## config.mk

```make
export PLATFORM = sky130hd
export DESIGN_NAME = shift_add_mult16_flat
export DESIGN_NICKNAME = d
export VERILOG_FILES = /design/src/rtl/mult_pkg.sv /design/src/rtl/shift_add_mult16_if.sv /design/src/rtl/RCA16.sv /design/src/rtl/shift_add_mult16.sv /design/src/flat_wrapper.sv
export SDC_FILE = /design/constraint.sdc
export NUM_CORES = 1
export LEC_CHECK = 0
export BUFFER_PORTS_ARGS = -buffer_cell sky130_fd_sc_hd__buf_4
export CAP_MARGIN = 0
export CORE_ASPECT_RATIO = 0.6
export CORE_MARGIN = 8
export CORE_UTILIZATION = 55
export DETAILED_ROUTE_END_ITERATION = 8
export HOLD_SLACK_MARGIN = 0.06
export PLACE_DENSITY = 0.9
export SYNTH_ARGS = -nofsm -noshare
export SYNTH_HDL_FRONTEND = slang
export SYNTH_SLANG_ARGS = --single-unit
```

## constraint.sdc

```tcl
create_clock -name clk -period 10.6 [get_ports clk]
set_input_delay 1.06 -clock clk [delete_from_list [all_inputs] [get_ports clk]]
set_output_delay 1.06 -clock clk [all_outputs]
set_load 0.005 [all_outputs]
```

## src/rtl/mult_pkg.sv

```systemverilog
// Shared constants and FSM encoding for the shift-and-add multiplier.
package mult_pkg;
    localparam int WIDTH = 16;
    localparam int CNT_W = 4;
    localparam logic [CNT_W-1:0] LAST_ITER = 4'd15;

    typedef enum logic [1:0] {
        IDLE = 2'b00,
        CALC = 2'b01,
        DONE = 2'b10
    } state_t;
endpackage

```

## src/rtl/shift_add_mult16_if.sv

```systemverilog
// Start/done handshake and operand/product bus between the ALU and the multiplier.
interface shift_add_mult16_if;
    import mult_pkg::*;

    logic               start;
    logic [WIDTH-1:0]   A;
    logic [WIDTH-1:0]   B;
    logic               ready;
    logic               busy;
    logic               done;
    logic [2*WIDTH-1:0] P;

    modport master (output start, A, B, input ready, busy, done, P);
    modport slave  (input start, A, B, output ready, busy, done, P);
endinterface

```

## src/rtl/RCA16.sv

```systemverilog
// 16-bit ripple-carry adder: S = A1 + A2 + in, carry-out on C.
module RCA16 (
    input  logic [15:0] A1,
    input  logic [15:0] A2,
    input  logic        in,
    output logic [15:0] S,
    output logic        C
);
    always_comb begin
        logic c;
        c = in;
        S = '0;
        for (int i = 0; i < 16; i++) begin
            S[i] = A1[i] ^ A2[i] ^ c;
            c    = (A1[i] & A2[i]) | (c & (A1[i] ^ A2[i]));
        end
        C = c;
    end
endmodule

```

## src/rtl/shift_add_mult16.sv

```systemverilog
// Sequential 16x16 unsigned multiplier: one gated partial product per clock,
// accumulated through RCA16 and shifted right into the {ACC,Q} pair.
module shift_add_mult16
    import mult_pkg::*;
#(
    parameter int WIDTH = mult_pkg::WIDTH
) (
    input  logic                clk,
    input  logic                rst_n,
    shift_add_mult16_if.slave   bus
);
    logic [WIDTH-1:0] r_m;
    logic [WIDTH-1:0] r_acc;
    logic [WIDTH-1:0] r_q;
    logic [CNT_W-1:0] r_cnt;
    logic [2*WIDTH-1:0] r_p;
    state_t           r_state;

    logic [WIDTH-1:0] w_addend;
    logic [WIDTH-1:0] w_sum;
    logic             w_cout;

    assign w_addend = r_q[0] ? r_m : '0;

    RCA16 U_ADD (
        .A1 (r_acc),
        .A2 (w_addend),
        .in (1'b0),
        .S  (w_sum),
        .C  (w_cout)
    );

    always_ff @(posedge clk or negedge rst_n) begin
        if (!rst_n) begin
            r_m     <= '0;
            r_acc   <= '0;
            r_q     <= '0;
            r_cnt   <= '0;
            r_p     <= '0;
            r_state <= IDLE;
        end else begin
            case (r_state)
                IDLE: begin
                    if (bus.start) begin
                        r_m     <= bus.A;
                        r_q     <= bus.B;
                        r_acc   <= '0;
                        r_cnt   <= '0;
                        r_state <= CALC;
                    end
                end
                CALC: begin
                    // Carry-out becomes the new ACC MSB, so the 17-bit sum survives the shift.
                    r_acc <= {w_cout, w_sum[WIDTH-1:1]};
                    r_q   <= {w_sum[0], r_q[WIDTH-1:1]};
                    r_cnt <= r_cnt + 1'b1;
                    if (r_cnt == LAST_ITER) begin
                        r_p     <= {w_cout, w_sum, r_q[WIDTH-1:1]};
                        r_state <= DONE;
                    end
                end
                DONE:    r_state <= IDLE;
                default: r_state <= IDLE;
            endcase
        end
    end

    assign bus.ready = (r_state == IDLE);
    assign bus.busy  = (r_state == CALC) || (r_state == DONE);
    assign bus.done  = (r_state == DONE);
    assign bus.P     = r_p;
endmodule

```

## src/flat_wrapper.sv

```systemverilog
// flat-port wrapper written by rule: the top's interface ports become plain ports
module shift_add_mult16_flat import mult_pkg::*;
#(
    parameter int WIDTH = mult_pkg::WIDTH
)
  (clk, rst_n, bus_start, bus_A, bus_B, bus_ready, bus_busy, bus_done, bus_P);
  shift_add_mult16_if bus_i ();
  input  logic clk;
  input  logic rst_n;
  input wire logic [$bits(bus_i.start)-1:0] bus_start;
  input wire logic [$bits(bus_i.A)-1:0] bus_A;
  input wire logic [$bits(bus_i.B)-1:0] bus_B;
  output wire logic [$bits(bus_i.ready)-1:0] bus_ready;
  output wire logic [$bits(bus_i.busy)-1:0] bus_busy;
  output wire logic [$bits(bus_i.done)-1:0] bus_done;
  output wire logic [$bits(bus_i.P)-1:0] bus_P;
  assign bus_i.start = bus_start;
  assign bus_i.A = bus_A;
  assign bus_i.B = bus_B;
  assign bus_ready = bus_i.ready;
  assign bus_busy = bus_i.busy;
  assign bus_done = bus_i.done;
  assign bus_P = bus_i.P;
  shift_add_mult16 #(.WIDTH(WIDTH)) u_core (.clk(clk), .rst_n(rst_n), .bus(bus_i));
endmodule
```

Word level (Yosys, flattened, before mapping). Index checks and enable logic that the tools add are counted.

Register bits after elaboration: 86. Output and inout port bits: 35. Word-level logic and storage cells: 106. Bits of input ports: 35.

Muxes and demuxes: 10. $add $sub $neg: 1. Bitwise logic cells: 77. Eq/ne operators: 5. Reduce and logical (&&, ||, !) cells: 7.

Operators by type and width (number): 16-bit one-hot mux with 2 select lines (2); 16-bit 2-to-1 mux (3); 1-bit bitwise AND (31); 1-bit XOR (31); 1-bit bitwise OR (15); 4-bit one-hot mux with 2 select lines (1); 2-bit AND reduction (4); 4-bit by 1-bit adder with 4-bit output, second input constant (1); 4-bit == test, second input constant (1); 2-bit 2-to-1 mux (2); 4-bit 2-to-1 mux (1); 2-bit one-hot mux with 2 select lines (1); 2-bit by 1-bit == test with 1-bit output, second input constant (1); 2-bit == test, second input constant (1); 2-bit zero test (1); 2-bit by 1-bit != test with 1-bit output, second input constant (1); 2-bit != test, second input constant (1); 2-bit nonzero test (1); 1-bit logical OR (1).

Longest topological paths before layout. Gate-level depths: netlist (run 1).

Word-level depth: 33. Depth in mapped cells: 20. Mapped depth without buffers: 19.

Cells and area by module. A second synthesis (run 1) with hierarchy kept.

Cells, all modules: 288. Area, all modules: 3983.8 um2.

By module, submodules not included: shift_add_mult16 (cells each 262, sequential area each 2152.1 um2, instances 1, area each 3626.0 um2); RCA16 (cells each 26, sequential area each 0.0 um2, instances 1, area each 357.8 um2).

Worst setup path before layout (run 1). Ideal clock, no wire load.

Kind: register to register. Start point: register u_core.r_q[0]. End point: register u_core.r_p[30], in the netlist u_core.bus.P[30]. Data required time: 10.470 ns. Slack: 3.080 ns. Arrival: 7.390 ns. Stages on the path, launching flop included: 20. Path buffers: 2. Library setup time: 0.130 ns. Period minus slack after synthesis: 7.520 ns. Cell sequence: dfrtp_1 clkbuf_1 clkbuf_1 nand2_1 fa_1 fa_1 fa_1 fa_1 fa_1 fa_1 fa_1 fa_1 fa_1 fa_1 fa_1 fa_1 fa_1 fa_1 fa_1 o21ai_0.

Cells in the longest elaborated chain, start to end: 31. Elaborated cells on any way between the ends: 60. Those cells by class: mux: 1; bitwise: 59.

RTL lines: start, declared (RTL line shift_add_mult16.sv:14) `logic [WIDTH-1:0] r_q;`; start signal, assigned (RTL line shift_add_mult16.sv:46) `r_q <= bus.B;`; start signal, assigned (RTL line shift_add_mult16.sv:55) `r_q <= {w_sum[0], r_q[WIDTH-1:1]};`; 16-bit 2-to-1 mux * (RTL line shift_add_mult16.sv:23) `assign w_addend = r_q[0] ? r_m : '0;`; 1-bit bitwise AND / 1-bit XOR (equally long branches) (RTL line RCA16.sv:15) `c = (A1[i] & A2[i]) | (c & (A1[i] ^ A2[i]));`; 1-bit bitwise AND (RTL line RCA16.sv:15); 1-bit bitwise OR (RTL line RCA16.sv:15); 1-bit bitwise AND (RTL line RCA16.sv:15); 1-bit bitwise OR (RTL line RCA16.sv:15); 1-bit bitwise AND (RTL line RCA16.sv:15); 1-bit bitwise OR (RTL line RCA16.sv:15); [... 15 more ...]; 1-bit bitwise OR (RTL line RCA16.sv:15); 1-bit bitwise AND (RTL line RCA16.sv:15); 1-bit bitwise OR (RTL line RCA16.sv:15); 1-bit bitwise AND (RTL line RCA16.sv:15); 1-bit bitwise OR (RTL line RCA16.sv:15); 1-bit bitwise AND (RTL line RCA16.sv:15); 1-bit bitwise OR (RTL line RCA16.sv:15); 1-bit XOR * (RTL line RCA16.sv:14) `S[i] = A1[i] ^ A2[i] ^ c;`; end signal, assigned (RTL line shift_add_mult16.sv:58) `r_p <= {w_cout, w_sum, r_q[WIDTH-1:1]};`; end, declared (RTL line shift_add_mult16.sv:16) `logic [2*WIDTH-1:0] r_p;`.

Mark *: on every way between the ends. The rest lies on a longest branch, timed or not. A chain may end at the register's enable or synchronous reset.

Worst setup path after layout (run 1). Ends and elaborated chain as after synthesis.

==> results of run 1 <==
state kept, by name, indices dropped and copies added (netlist names):
name	flops
u_core.bus.P	32
u_core.r_acc	16
u_core.r_cnt	4
u_core.r_m	16
u_core.r_q	16
u_core.r_state	2
cell usage after synthesis (2+ instances only):
cell and number:
sky130_fd_sc_hd__buf_2 7, sky130_fd_sc_hd__buf_6 6, sky130_fd_sc_hd__clkbuf_1 4, sky130_fd_sc_hd__dfrtp_1 86
sky130_fd_sc_hd__fa_1 15, sky130_fd_sc_hd__ha_1 5, sky130_fd_sc_hd__inv_1 18, sky130_fd_sc_hd__mux2_2 32
sky130_fd_sc_hd__mux2i_1 16, sky130_fd_sc_hd__nand2_1 66, sky130_fd_sc_hd__nand2b_1 3, sky130_fd_sc_hd__nor2b_1 2
sky130_fd_sc_hd__o21ai_0 45, sky130_fd_sc_hd__o21ai_1 7
per-layer routing:
layer / GRT usage (%) / up-vias / wire [µm]
met5: 0 / - / 0
met2: 26.0 / 69 / 3690
met3: 6.30 / 9 / 651
met1: 24.2 / 1286 / 3850
li1: - / 1202 / -
met4: 4.01 / 0 / 83
how the worst min path moves through the flow:
stage                           startpoint  depth (start not counted)               end
after global routing      u_core.bus.P[10]                          1  u_core.bus.P[10]
after detailed placement  u_core.r_acc[15]                          2  u_core.r_acc[15]
after floorplan           u_core.r_acc[15]                          2  u_core.r_acc[15]
after global placement    u_core.bus.P[26]                          2  u_core.bus.P[26]
after CTS                 u_core.bus.P[25]                          2  u_core.bus.P[25]
final                     u_core.bus.P[25]                          2  u_core.bus.P[25]
through the flow:
stage                     worst slack [ns]  cell area, µm²  instances
final                                 2.57            4710        483
after global routing                  2.27            4710        483
after CTS                             2.52            4710        483
after detailed placement              2.64            4400        467
after global placement                2.79            4400        467
after floorplan                       3.08            3860        325
report_power, final:
| group | total, mW | switching (mW) | internal (mW) |
|---|---|---|---|
| Combinational | 0.358 | 0.199 | 0.159 |
| Sequential | 0.493 | 0.0710 | 0.422 |
| Clock | 0.319 | 0.122 | 0.196 |
| Total | 1.17 | 0.392 | 0.777 |
final cells by class:
type / count / area, µm² / share of cell area [%]
multi-input combinational: 204 / 1530 / 32.4
tap: 87 / 109 / 2.31
clock buffer: 12 / 256 / 5.45
clock inverter: 4 / 55.1 / 1.17
sequential: 86 / 2150 / 45.7
inverter: 18 / 67.6 / 1.44
timing repair buffer: 72 / 541 / 11.5
logic make-up (layout without fill, tap and decap cells):
group	after synthesis	after routing
flip-flops	86	86
AND/OR/NAND/NOR	77	77
AO/OA/AOI/OAI	58	58
multiplexers	49	49
buffers and inverters	35	106
adder cells (fa/ha/maj)	20	20
worst max-delay path: stages (launching register included):
cell and delay (ns):
sky130_fd_sc_hd__dfrtp_1 0.73, sky130_fd_sc_hd__and2_1 0.22, sky130_fd_sc_hd__ha_1 0.16, sky130_fd_sc_hd__inv_1 0.06
sky130_fd_sc_hd__fa_1 0.41, sky130_fd_sc_hd__fa_1 0.42, sky130_fd_sc_hd__fa_1 0.45, sky130_fd_sc_hd__fa_1 0.46
sky130_fd_sc_hd__fa_1 0.43, sky130_fd_sc_hd__fa_1 0.44, sky130_fd_sc_hd__fa_1 0.46, sky130_fd_sc_hd__fa_1 0.43
sky130_fd_sc_hd__fa_1 0.43, sky130_fd_sc_hd__fa_1 0.43, sky130_fd_sc_hd__fa_1 0.42, sky130_fd_sc_hd__fa_1 0.43
sky130_fd_sc_hd__fa_1 0.42, sky130_fd_sc_hd__fa_1 0.43, sky130_fd_sc_hd__fa_1 0.53, sky130_fd_sc_hd__o21ai_0 0.08
==> reports/metrics.csv, run 1 <==
stage;metric;value;unit
global_route;globalRoute.totalOverflow;0;
clock_tree;tritoncts_num_sinks;86;
floorplan;area_of_the_die;10000;µm²
routing;detailedRoute.firstPassIterationCount;4;
setup_path;cp-start-kind;flop;
logic_synthesis;synth_area_per_cell;11.9;µm²
logic_synthesis;netlist-cell-type-count;27;
global_route;globalRouteTotalUtil;17.5;%
setup_path;timing.critical_path.fanout_max;17;
pwr;irDropWorstVdd;0.142;mV
timing;min_tclk_post_route;8.03;ns
floorplan;core_area;6730;µm²
setup_path;worst_ep_required;10.77;ns
routing;antenna_violating_nets_post_route;0;
floorplan;floorplan.io_pins;70;
logic_synthesis;synth-edff-count;0;
floorplan;placement_rows;23;
global_route;grt_max_degree;87;
timing;final.period_utilization;75.8;%
global_route;grt_first_pass_wirelength;13700;µm
layout;fraction_of_final_layout_cells_with_drive_strength_greater_than_1;30.6;%
placed_design;routabilityCongestion;0.833;
clock_tree;tritoncts.num_buffers;9;
pwr;power.static_leakage;2.21;nW
clock_tree;max_clock_buf_depth;2;
timing;unrepaired_setup_endpoints_after_global_routing;no;
routing;drt_iter0_drc;199;
layout;final_util;69.9;%
floorplan;floorplan.die.width;124;µm
placed_design;buffer_ports.inserted;69;
floorplan;die_h;80.9;µm
setup_path;critPathKind;reg2reg;
timing;max_clock_freq;124;MHz
clock_tree;post_cts.repair.setup_buffers;0;
timing;slew_violations;0;
timing;fin_tns_setup;0;ns
setup_path;worstReg2RegEnd;u_core.bus.P[30];
pwr;power.total;1.17;mW
routing;wire_per_inst;17.1;µm
timing;holdWs;0.481;ns
routing;drc;0;
logic_synthesis;synth.largest_area_cell;sky130_fd_sc_hd__dfrtp_1;
setup_path;cp_data_arrival_time;8.21;ns
placed_design;place_hpwl;5670;µm
logic_synthesis;post_synth_xor_area_fraction;0;%
setup_path;regToRegStartpoint;u_core.r_q[0];
logic_synthesis;yosys.area.top_type_share;55.8;%
timing;finalHoldViolCount;0;
setup_path;critical_path.startpoint;u_core.r_q[0];
layout;filler_cell_count;477;
logic_synthesis;post_synthesis_compound_gate_area_fraction;8.01;%
timing;slew_headroom;29.1;%
timing;transition_time_at_the_pin_with_the_least_slew_margin;1.06;ns
timing;setup-violations-final;0;
logic_synthesis;ys_async_sr_fraction;100;%
logic_synthesis;synthTopCellsByArea;sky130_fd_sc_hd__dfrtp_1 56%, sky130_fd_sc_hd__mux2_2 9.3%, sky130_fd_sc_hd__fa_1 7.8%;
layout;mostFrequentLayoutCell;sky130_fd_sc_hd__dfrtp_1;
layout;syn_to_final_growth;22.1;%
layout;antennaDiodeCount;0;
job;maxCapViolations;0;
clock_tree;worst_skew_pair.late_latency;0.33;ns
pwr;p_per_area;248;nW/µm²
routing;drt-total-wl;8270;µm
logic_synthesis;synth-main-ff-cell;sky130_fd_sc_hd__dfrtp_1;
logic_synthesis;synth_seq_area_share;55.8;%
clock_tree;clockRootBuffer;sky130_fd_sc_hd__clkbuf_16;
clock_tree;ctsHtreeMaxLevel;3;
layout;most-common-layout-cells;86 x sky130_fd_sc_hd__dfrtp_1, 72 x sky130_fd_sc_hd__buf_4, 66 x sky130_fd_sc_hd__nand2_1, 45 x sky130_fd_sc_hd__o21ai_0, 32 x sky130_fd_sc_hd__mux2_2;
logic_synthesis;ys_warn_count;0;
logic_synthesis;yosys.area_share.adder;9.41;%
logic_synthesis;syn-num-nets;380;
logic_synthesis;syn-cell-area;3860;µm²
min_path;hold_path_class;reg2reg;
layout;finalNetCount;446;
logic_synthesis;ys_ff_latch;86;
logic_synthesis;synth_top_family_by_area;multiplexers;
setup_path;worst_setup_path_end_kind;flop;
setup_path;reg2regPathDepth;19;
floorplan;initial_utilization;57.3;%
routing;vias_per_cell;5.31;
clock_tree;worst_setup_hold_path_clk_slew;0.06;ns
logic_synthesis;yosys-mux-area-fraction;13.9;%
clock_tree;ctsResizeCount;0;
timing;fin_skew;0.00914;ns
setup_path;setup.reg_to_reg.worst_slack;2.57;ns
global_route;first_global_vias;2786;
setup_path;worst_setup_path_endpoint;u_core.bus.P[30];
global_route;antenna_found_initial;0;
routing;via_count;2566;
logic_synthesis;syn_inst;325;
clock_tree;clock_tree_from_tritoncts;yes;
status;status;complete, no violations;
clock_tree;cts_hold_repair.buffers;0;
logic_synthesis;post_synth_and_or_nand_nor_area_fraction;8.11;%
Note: power is estimated with default switching activity, not from simulation.
==> run 2, diff against run 1 <==
CORE_UTILIZATION = 50   (was 55)
PLACE_DENSITY = 0.87   (was 0.9)
clock period = 7.39 ns   (was 10.6 ns; I/O delays follow)
==> run 2 against run 1 <==
Register-to-register slack lost 2.3 ns; critical path depth unchanged; first-iteration DRC count grew 17%; clock power is 37% higher; wire length up 0.25%; non-clock buffer count grew 2; clock skew is 0.0030 ns lower; maximum frequency increased by 13%; combinational power rose by 49%; cell count up 3.9%; critical endpoint is now u_core.r_acc[14]; largest cell class unchanged.
==> reports/metrics.csv, run 2 (synthesized netlist as in run 1, its figures left out) <==
stage;metric;value;unit
status;status;complete, no violations;
clock_tree;ctsResizeCount;4;
routing;wire_per_inst;16.5;µm
global_route;globalRoute.totalOverflow;0;
min_path;min_path_cells;2;
global_route;globalRouteTotalUtil;15.9;%
layout;antennaDiodeCount;0;
layout;mostFrequentLayoutCell;sky130_fd_sc_hd__dfrtp_1;
placed_design;placement.cell_area;4430;µm²
pwr;share_of_total_power_consumed_by_net_switching;33.7;%
setup_path;crit_path_frequent_cell;sky130_fd_sc_hd__fa_1;
timing;slew_headroom;28.8;%
setup_path;worst_setup_path_end_kind;flop;
floorplan;die_h;84.0;µm
clock_tree;max_clock_buf_depth;2;
setup_path;path_delay_family;adder cells;
pwr;power.static_leakage;2.21;nW
job;maxCapViolations;0;
routing;detailedRoute.firstPassIterationCount;4;
placed_design;routabilityCongestion;0.758;
pwr;power.total;1.67;mW
clock_tree;ctsHtreeMaxLevel;3;
floorplan;area_of_the_die;10900;µm²
routing;drt_iter0_drc;232;
setup_path;cp_data_arrival_time;7.33;ns
routing;drt-total-wl;8300;µm
clock_tree;tritoncts.num_buffers;9;
global_route;first_global_vias;2713;
layout;syn_to_final_growth;22.8;%
setup_path;critical_path.startpoint;u_core.r_m[0];
clock_tree;post_cts.repair.setup_buffers;0;
clock_tree;clockRootBuffer;sky130_fd_sc_hd__clkbuf_16;
setup_path;critical_path.cell_chain;and2_1, ha_1, inv_1, fa_1, fa_2, fa_2, fa_2, fa_2, fa_1, fa_2, fa_1, fa_1, fa_1, fa_1, fa_2, fa_2, fa_1, fa_1, o21ai_0;
setup_path;worstSetupPathDepth;19;
floorplan;core_area;7360;µm²
pwr;p_per_area;352;nW/µm²
setup_path;reg2regPathDepth;19;
setup_path;cp_slowest_stage_delay;0.53;ns
global_route;antenna_found_initial;0;
timing;final_critical_path_setup_slack;0.261;ns
routing;vias_per_cell;5.12;
layout;finalNetCount;448;
timing;min_tclk_post_route;7.13;ns
setup_path;worst_ep_required;7.59;ns
min_path;hold_path_class;reg2reg;
clock_tree;worst_skew_pair.late_latency;0.34;ns
layout;final_util;64.4;%
timing;final.period_utilization;96.5;%
pwr;irDropWorstVdd;0.216;mV
global_route;grt_first_pass_wirelength;13500;µm
setup_path;number_of_buffers_and_inverters_on_the_critical_path;1;
floorplan;placement_rows;24;
global_route;grt_max_degree;87;
floorplan;floorplan.die.width;129;µm
pwr;combinationalPowerShare;32.0;%
routing;via_count;2571;
floorplan;floorplan.io_pins;70;
layout;largest_register_ff_count;32;
pwr;share_clk_of_total_power;26.2;%
routing;antenna_violating_nets_post_route;0;
setup_path;slowest_stage;sky130_fd_sc_hd__fa_1;
timing;slew_violations;0;
routing;drc;0;
layout;design_area;4730;µm²
setup_path;cp-start-kind;flop;
pwr;pwr-share-seq;41.8;%
timing;fin_skew;0.00613;ns
pwr;netSwitchingPower;562;µW
clock_tree;cts_hold_repair.buffers;0;
layout;most-common-layout-cells;86 x sky130_fd_sc_hd__dfrtp_1, 74 x sky130_fd_sc_hd__buf_4, 66 x sky130_fd_sc_hd__nand2_1, 43 x sky130_fd_sc_hd__o21ai_0, 32 x sky130_fd_sc_hd__mux2_2;
clock_tree;clock_tree_from_tritoncts;yes;
min_path;hold_start;u_core.r_acc[1];
pwr;internal_power;1.10;mW
timing;setup-violations-final;0;
clock_tree;tritoncts_num_sinks;86;
setup_path;timing.critical_path.fanout_max;2;
placed_design;buffer_ports.inserted;69;
floorplan;initial_utilization;52.4;%
clock_tree;worst_setup_hold_path_clk_slew;0.06;ns
placed_design;place_hpwl;5810;µm
timing;transition_time_at_the_pin_with_the_least_slew_margin;1.07;ns
timing;finalHoldViolCount;0;
placed_design;place_worst_setup_slack;-0.148;ns
setup_path;regToRegStartpoint;u_core.r_m[0];
setup_path;critPathKind;reg2reg;
timing;max_clock_freq;140;MHz
layout;fraction_of_final_layout_cells_with_drive_strength_greater_than_1;32.2;%
-- run 2: through the flow --
step	setup TNS, ns	hold slack [ns]	instances
after floorplan	0	0.443	325
after global placement	0	0.461	486
after detailed placement	-0.432	0.471	486
after CTS	0	0.483	502
after global routing	-0.00187	0.509	502
final	0	0.482	502
-- run 2: worst register-to-register path, stage by stage, from the launching register on --
cell and delay, ns:
sky130_fd_sc_hd__dfrtp_1 0.34, sky130_fd_sc_hd__and2_1 0.13, sky130_fd_sc_hd__ha_1 0.14, sky130_fd_sc_hd__inv_1 0.05, sky130_fd_sc_hd__fa_1 0.42, sky130_fd_sc_hd__fa_2 0.39
sky130_fd_sc_hd__fa_2 0.38, sky130_fd_sc_hd__fa_2 0.38, sky130_fd_sc_hd__fa_2 0.40, sky130_fd_sc_hd__fa_1 0.44, sky130_fd_sc_hd__fa_2 0.41, sky130_fd_sc_hd__fa_1 0.44
sky130_fd_sc_hd__fa_1 0.43, sky130_fd_sc_hd__fa_1 0.43, sky130_fd_sc_hd__fa_1 0.44, sky130_fd_sc_hd__fa_2 0.38, sky130_fd_sc_hd__fa_2 0.37, sky130_fd_sc_hd__fa_1 0.42
sky130_fd_sc_hd__fa_1 0.53, sky130_fd_sc_hd__o21ai_0 0.09
-- run 2: routing by layer --
layer	vias up	wire length [µm]	track usage (%)
li1	1210	-	-
met1	1281	3980	21.1
met5	-	0	0
met2	69	3570	23.0
met4	0	135	5.83
met3	11	608	6.12
-- run 2: cell type report --
class	count	area (µm²)
Timing Repair Buffer	74	556
Clock inverter	4	47.5
Fill cell	586	2620
Tap cell	104	130
Multi-Input combinational cell	204	1550
Clock buffer	12	236
Inverter	18	67.6
Sequential cell	86	2150
-- run 2: worst paths after layout --
kind	endpoint	slack [ns]
worst max register to register	u_core.r_acc[14]	0.26
worst min register to register	u_core.r_acc[1]	0.48
worst min-delay path	u_core.r_acc[1]	0.48
worst max-delay path	u_core.r_acc[14]	0.26
max in group asynchronous	u_core.bus.P[10]	6.11
min in group asynchronous	u_core.bus.P[3]	0.59
-- run 2: power groups by stage --
stage	Combinational, mW	Clock (mW)	Sequential [mW]
global route	0.598	0.460	0.710
floorplan	0.400	0	0.670
finish	0.534	0.437	0.696
detailed placement	0.525	0	0.701
global placement	0.502	0	0.691
CTS	0.534	0.445	0.694
